===== src/rtl/fifo_serial_tx_pkg.sv =====
// Shared definitions for the FIFO read-side serial transmitter:
// FSM state encoding, default word width and a frame-size helper.
package fifo_serial_tx_pkg;

  localparam int DATA_WIDTH_DEF = 4;

  localparam logic [2:0] ST_IDLE   = 3'd0;
  localparam logic [2:0] ST_LOAD   = 3'd1;
  localparam logic [2:0] ST_START  = 3'd2;
  localparam logic [2:0] ST_DATA   = 3'd3;
  localparam logic [2:0] ST_PARITY = 3'd4;
  localparam logic [2:0] ST_STOP   = 3'd5;

  // Serial bit slots in one frame: start + data + optional parity + stop.
  function automatic int frame_bits(input int data_width, input int parity_en);
    return 2 + data_width + parity_en;
  endfunction

endpackage


===== src/rtl/fifo_serial_tx_if.sv =====
// FIFO read port plus serial-line status bundle. The slave modport is
// the transmitter; the master modport is whatever owns the FIFO and
// watches the line.
interface fifo_serial_tx_if import fifo_serial_tx_pkg::*; #(
  parameter int DATA_WIDTH = DATA_WIDTH_DEF
);
  logic                  en;
  logic                  empty;
  logic [DATA_WIDTH-1:0] rdata;
  logic                  rinc;
  logic                  tx;
  logic                  busy;
  logic                  frame_done;
  logic [7:0]            frame_cnt;

  modport master (
    output en, empty, rdata,
    input  rinc, tx, busy, frame_done, frame_cnt
  );

  modport slave (
    input  en, empty, rdata,
    output rinc, tx, busy, frame_done, frame_cnt
  );
endinterface


===== src/rtl/fifo_serial_tx_bit_tick_gen.sv =====
// Bit-period timer: counts 0..CLKS_PER_BIT-1 and flags the terminal
// count. clear_i restarts the period; the FSM pulses it on every state
// change so each state begins on a fresh bit boundary.
module fifo_serial_tx_bit_tick_gen #(
  parameter int CLKS_PER_BIT = 4
) (
  input  logic clk,
  input  logic rst_n,
  input  logic clear_i,
  output logic tick_o
);
  localparam int              TW       = $clog2(CLKS_PER_BIT + 1);
  localparam logic [TW-1:0]   LAST_CNT = TW'(CLKS_PER_BIT - 1);

  logic [TW-1:0] cnt_q, cnt_d;

  assign tick_o = (cnt_q == LAST_CNT);

  // Next count: wrap at terminal count or on an explicit clear.
  always_comb begin
    cnt_d = cnt_q + 1'b1;
    if (clear_i || tick_o) cnt_d = '0;
  end

  // Count register.
  always_ff @(posedge clk or negedge rst_n) begin
    if (!rst_n) cnt_q <= '0;
    else        cnt_q <= cnt_d;
  end

endmodule


===== src/rtl/fifo_serial_tx.sv =====
// Pops words from a show-ahead FIFO and sends each as a serial frame:
// start(0), data LSB-first, optional even parity, stop(1); idle high.
// rst_n is expected to come from a reset synchroniser (async assert,
// sync release) in the rclk domain.
module fifo_serial_tx import fifo_serial_tx_pkg::*; #(
  parameter int DATA_WIDTH   = DATA_WIDTH_DEF,
  parameter int CLKS_PER_BIT = 4,
  parameter int PARITY_EN    = 1
) (
  input  logic            clk,
  input  logic            rst_n,
  fifo_serial_tx_if.slave bus
);
  localparam int                IDX_W    = (DATA_WIDTH > 1) ? $clog2(DATA_WIDTH) : 1;
  localparam logic [IDX_W-1:0]  LAST_IDX = IDX_W'(DATA_WIDTH - 1);

  logic [2:0]            state_q, state_d;
  logic [DATA_WIDTH-1:0] shreg_q, shreg_d;
  logic                  par_q, par_d;
  logic [IDX_W-1:0]      idx_q, idx_d;
  logic                  tx_q, tx_d;
  logic [7:0]            frame_cnt_q, frame_cnt_d;
  logic                  pop;
  logic                  done;
  logic                  tick;

  fifo_serial_tx_bit_tick_gen #(.CLKS_PER_BIT(CLKS_PER_BIT)) u_tick (
    .clk     (clk),
    .rst_n   (rst_n),
    .clear_i (state_d != state_q),
    .tick_o  (tick)
  );

  // Frame sequencing, word capture and line value for the next cycle.
  always_comb begin
    // NOTE: every output of this block gets a default first so no path
    // leaves a value unassigned; otherwise synthesis infers latches.
    state_d     = state_q;
    shreg_d     = shreg_q;
    par_d       = par_q;
    idx_d       = idx_q;
    frame_cnt_d = frame_cnt_q;
    pop         = 1'b0;
    done        = 1'b0;

    case (state_q)
      ST_IDLE: begin
        if (bus.en && !bus.empty) begin
          pop     = 1'b1;
          shreg_d = bus.rdata;
          par_d   = ^bus.rdata;
          state_d = ST_LOAD;
        end
      end
      // One quiet cycle so the FIFO can update empty after the pop.
      ST_LOAD: state_d = ST_START;
      ST_START: begin
        if (tick) begin
          idx_d   = '0;
          state_d = ST_DATA;
        end
      end
      ST_DATA: begin
        if (tick) begin
          shreg_d = shreg_q >> 1;
          if (idx_q == LAST_IDX) state_d = (PARITY_EN != 0) ? ST_PARITY : ST_STOP;
          else                   idx_d   = idx_q + 1'b1;
        end
      end
      ST_PARITY: begin
        if (tick) state_d = ST_STOP;
      end
      ST_STOP: begin
        if (tick) begin
          done        = 1'b1;
          frame_cnt_d = frame_cnt_q + 8'd1;
          state_d     = ST_IDLE;
        end
      end
      default: state_d = ST_IDLE;
    endcase

    // Line value follows the state being entered, so tx_q lines up
    // with state_q and carries no decode glitches.
    case (state_d)
      ST_START:  tx_d = 1'b0;
      ST_DATA:   tx_d = shreg_d[0];
      ST_PARITY: tx_d = par_d;
      default:   tx_d = 1'b1;
    endcase
  end

  // State and datapath registers; reset drops the frame and idles the line.
  always_ff @(posedge clk or negedge rst_n) begin
    // NOTE: sequential state uses non-blocking assignments so every
    // register samples pre-edge values regardless of block ordering.
    if (!rst_n) begin
      state_q     <= ST_IDLE;
      shreg_q     <= '0;
      par_q       <= 1'b0;
      idx_q       <= '0;
      tx_q        <= 1'b1;
      frame_cnt_q <= '0;
    end else begin
      state_q     <= state_d;
      shreg_q     <= shreg_d;
      par_q       <= par_d;
      idx_q       <= idx_d;
      tx_q        <= tx_d;
      frame_cnt_q <= frame_cnt_d;
    end
  end

  // The pop strobe is combinational from IDLE; masking it with rst_n
  // keeps the FIFO untouched while the block is held in reset.
  assign bus.rinc       = pop & rst_n;
  assign bus.tx         = tx_q;
  assign bus.busy       = (state_q != ST_IDLE);
  assign bus.frame_done = done;
  assign bus.frame_cnt  = frame_cnt_q;

endmodule


===== src/flat_wrapper.sv =====
// flat-port wrapper written by rule: the top's interface ports become plain ports
module fifo_serial_tx_flat import fifo_serial_tx_pkg::*;
#(
  parameter int DATA_WIDTH   = DATA_WIDTH_DEF,
  parameter int CLKS_PER_BIT = 4,
  parameter int PARITY_EN    = 1
)
  (clk, rst_n, bus_en, bus_empty, bus_rdata, bus_rinc, bus_tx, bus_busy, bus_frame_done, bus_frame_cnt);
  fifo_serial_tx_if #(.DATA_WIDTH(DATA_WIDTH)) bus_i ();
  input  logic clk;
  input  logic rst_n;
  input wire logic [$bits(bus_i.en)-1:0] bus_en;
  input wire logic [$bits(bus_i.empty)-1:0] bus_empty;
  input wire logic [$bits(bus_i.rdata)-1:0] bus_rdata;
  output wire logic [$bits(bus_i.rinc)-1:0] bus_rinc;
  output wire logic [$bits(bus_i.tx)-1:0] bus_tx;
  output wire logic [$bits(bus_i.busy)-1:0] bus_busy;
  output wire logic [$bits(bus_i.frame_done)-1:0] bus_frame_done;
  output wire logic [$bits(bus_i.frame_cnt)-1:0] bus_frame_cnt;
  assign bus_i.en = bus_en;
  assign bus_i.empty = bus_empty;
  assign bus_i.rdata = bus_rdata;
  assign bus_rinc = bus_i.rinc;
  assign bus_tx = bus_i.tx;
  assign bus_busy = bus_i.busy;
  assign bus_frame_done = bus_i.frame_done;
  assign bus_frame_cnt = bus_i.frame_cnt;
  fifo_serial_tx #(.DATA_WIDTH(DATA_WIDTH), .CLKS_PER_BIT(CLKS_PER_BIT), .PARITY_EN(PARITY_EN)) u_core (.clk(clk), .rst_n(rst_n), .bus(bus_i));
endmodule

===== config.mk =====
export PLATFORM = sky130hd
export DESIGN_NAME = fifo_serial_tx_flat
export DESIGN_NICKNAME = d
export VERILOG_FILES = /design/src/rtl/fifo_serial_tx_pkg.sv /design/src/rtl/fifo_serial_tx_if.sv /design/src/rtl/fifo_serial_tx_bit_tick_gen.sv /design/src/rtl/fifo_serial_tx.sv /design/src/flat_wrapper.sv
export SDC_FILE = /design/constraint.sdc
export NUM_CORES = 1
export LEC_CHECK = 0
export BUFFER_PORTS_ARGS = -buffer_cell sky130_fd_sc_hd__buf_2
export CAP_MARGIN = 20
export CORE_MARGIN = 10
export CORE_UTILIZATION = 46
export CTS_CLUSTER_SIZE = 24
export DETAILED_ROUTE_END_ITERATION = 10
export PLACE_DENSITY_LB_ADDON = 0.12
export SYNTH_ARGS = -nofsm -noshare
export SYNTH_HDL_FRONTEND = slang
export SYNTH_SLANG_ARGS = --single-unit

===== constraint.sdc =====
create_clock -name clk -period 2.13 [get_ports clk]
set_clock_uncertainty 0.05 [all_clocks]
set_input_delay 0.426 -clock clk [delete_from_list [all_inputs] [get_ports clk]]
set_output_delay 0.426 -clock clk [all_outputs]
set_load 0.01 [all_outputs]

==> results.md <==
* Status: finished clean
* Asr flop ratio synth at 100%
* EDFF count, synth at 0
* Avg Inst Size Synth at 11.2 um2
* Final period util at 94.4%
* DRC at 0
* Ys flop type: dfrtp_1
* Antenna diode count at 0
* Initial Utilization at 47.9%
* Drt pass-1 iters at 4
* Routability congestion estimate at 0.711
* Worst path arrival time at 1530 ps
* # IOs at 20
* Compound-Gate Fraction of Synth Area at 12.6%
* Die Wd at 70.5 um
* Worst-Skew Late Latency at 310 ps
* Core ar. at 2450 um2
* GRT Overall Usage at 9.56%
* Relative slew slack at 76.0%
* PortBufs at 19
* Max IR drop VDD at 617 uV
* Final worst setup slack at 120 ps
* #FFs+latches synth at 22
* Post-DP HPWL at 1.71 mm
* Critical Path, Cell by Cell: ha_1, ha_2, and4b_2, buf_2
* R2R Path Start: u_core.u_tick.cnt_q[0]
* WL per Instance at 14.1 um
* RSZ-0062 raised after global routing: false
* Post-Synth Simple-Gate Area at 18.6%
* Nets@finish at 142
* Most common cell after layout, fill and taps aside: dfrtp_1
* Main combinational cell family by area after synthesis: simple AND/OR/NAND/NOR gates
* Crit-path max cell delay at 410 ps
* Minimum clock period at 2010 ps
* Avg Vias per Cell at 5.15
* Final setup TNS at 0 ps
* Leak at 0.686 nW
* Fillers at 219
* DR vias at 814
* Hold Path Class: in2async
* Synth Area in Adders at 5.32%
* WS Path Type: reg2out
* Die area at 4980 um2
* Max Cap Viol at 0
* Die height at 70.5 um
* Synthesis-to-layout area growth at 15.3%
* CTS tree: built
* CTS Buffer Depth at 2
* H-tree levels at 1
* CTS sink count at 22
* Final hold violation count at 0
* CTS root buf: clkbuf_4
* Worst setup startpoint: u_core.u_tick.cnt_q[0]
* Pre-CTS WS at 271 ps
* Startpoint types: flip-flop
* Vias in the first global route at 866
* Cells after synthesis at 105
* Seq/Total Area, Yosys at 47.0%
* Max Freq at 497 MHz
* Max-slew violations at 0
* Net count after synthesis at 118
* Crit. End Element: output port
* Routed wire length at 2.23 mm
* Layout cells sized above 1 at 31.3%
* Most frequent cells in the layout: dfrtp_1 (21), buf_2 (19), nor2_1 (8), xnor2_1 (7), nand2_1 (7)
* Initial detailed-routing violation count at 36
* Mux share of post-synthesis cell area at 3.09%
* Hold slack at 28.9 ps
* Antenna violations before repair at 0
* Xor/xnor share of the synthesized area at 8.20%
* Post-CTS Hold Buffers at 0
* Post-route ant nets at 0
* Crit path required time at 1650 ps
* Critical Path Slowest Stage Cell: dfrtp_1
* P per Cell Area at 953 nW/um2
* Worst-Margin Slew at 360 ps
* Design Area, Final at 1360 um2
* Worst-path fanout max at 7
* Mapped cell area at 1170 um2
* Dpl cell area at 1290 um2
* Worst-path clk slew at 130 ps
* Num rows at 18
* Total power at 1.29 mW
* GRT Residual Overflow at 0
* # setup viols final at 0
* Global-route wire length before repair at 4.03 mm
* Ys Warns at 0
* Synth unique cells at 38
* TritonCTS Buffers at 3
* Pin count of the biggest net entering global routing at 23
==> registers in the layout, summed over array words and instances, names as in the netlist <==
signal                count
u_core.shreg_q            4
u_core.idx_q              2
u_core.bus.tx             1
u_core.u_tick.cnt_q       3
u_core.state_q            3
u_core.par_q              1
u_core.bus.frame_cnt      8
==> critical path: cells and delay by family, from the launching register on <==
family	cells	cell delay (ps)
fa+ha+maj	2	430
flops	1	410
simple gates	1	260
buf+inv	1	140
==> metal layers <==
metal | share of wire [%] | track usage [%]
met5 | 0 | 0
met4 | 1.0 | 3.87
met3 | 3.1 | 2.93
met2 | 46 | 14.8
met1 | 50 | 12.1
==> metrics by stage <==
stage / utilization, % / instances
final: 55.2 / 158
after global routing: 55.2 / 158
after CTS: 55.1 / 158
after detailed placement: 52.6 / 153
after global placement: 52.6 / 153
after floorplan: - / 105
==> cell families (layout without fill, tap and decap cells) <==
logic type               count (synthesis)  after routing
flip-flops                              22             22
XOR/XNOR                                11             11
multiplexers                             3              3
adder cells (fa/ha/maj)                  5              5
AND/OR/NAND/NOR                         35             35
buffers and inverters                   10             33
AO/OA/AOI/OAI                           19             19
==> power breakdown <==
part	internal, mW	switching [mW]
registers	0.509	0.0519
logic	0.193	0.216
clock network	0.190	0.132
==> area by class of cell <==
class	instances	area, um2	area share (%)
Clock buffer	3	22.5	1.66
Clock inverter	1	30.0	2.22
Inverter	6	22.5	1.66
Multi-Input combinational cell	73	566	41.7
Sequential cell	22	552	40.7
Tap cell	30	37.5	2.77
Timing Repair Buffer	23	125	9.23
==> worst paths after layout <==
path / cells past startpoint / slack [ps] / end
setup / recovery: 4 / 120 / bus_frame_done
hold / removal: 2 / 30 / u_core.shreg_q[1]
setup reg to reg: 6 / 340 / u_core.bus.tx
hold reg to reg: 1 / 400 / u_core.u_tick.cnt_q[0]
max in group asynchronous: 2 / 1730 / u_core.bus.tx
min in group clk: 2 / 330 / u_core.shreg_q[3]
==> synthesized netlist by cell type, types with 2 or more instances <==
cell	n	area share (%)
nand2b_1	2	1.1
and3_1	2	1.1
a22o_1	4	3.0
nor3_2	2	1.7
o21ai_0	6	2.6
nand3b_1	2	1.3
and2_1	2	1.1
xor2_1	4	3.0
xnor2_1	7	5.2
nand2_1	7	2.2
ha_1	5	5.3
nor2_1	8	2.6
dfrtp_1	21	45
buf_6	3	2.9
inv_1	6	1.9
nand4_1	2	1.1
==> what timing repair did <==
item | in CTS | in global routing
setup endpoints to repair | 1 | 1
pin swaps | 1 | 0
setup buffers | 1 | 0
gates resized for setup | 1 | 1
Note: power is estimated with default switching activity, not from simulation.
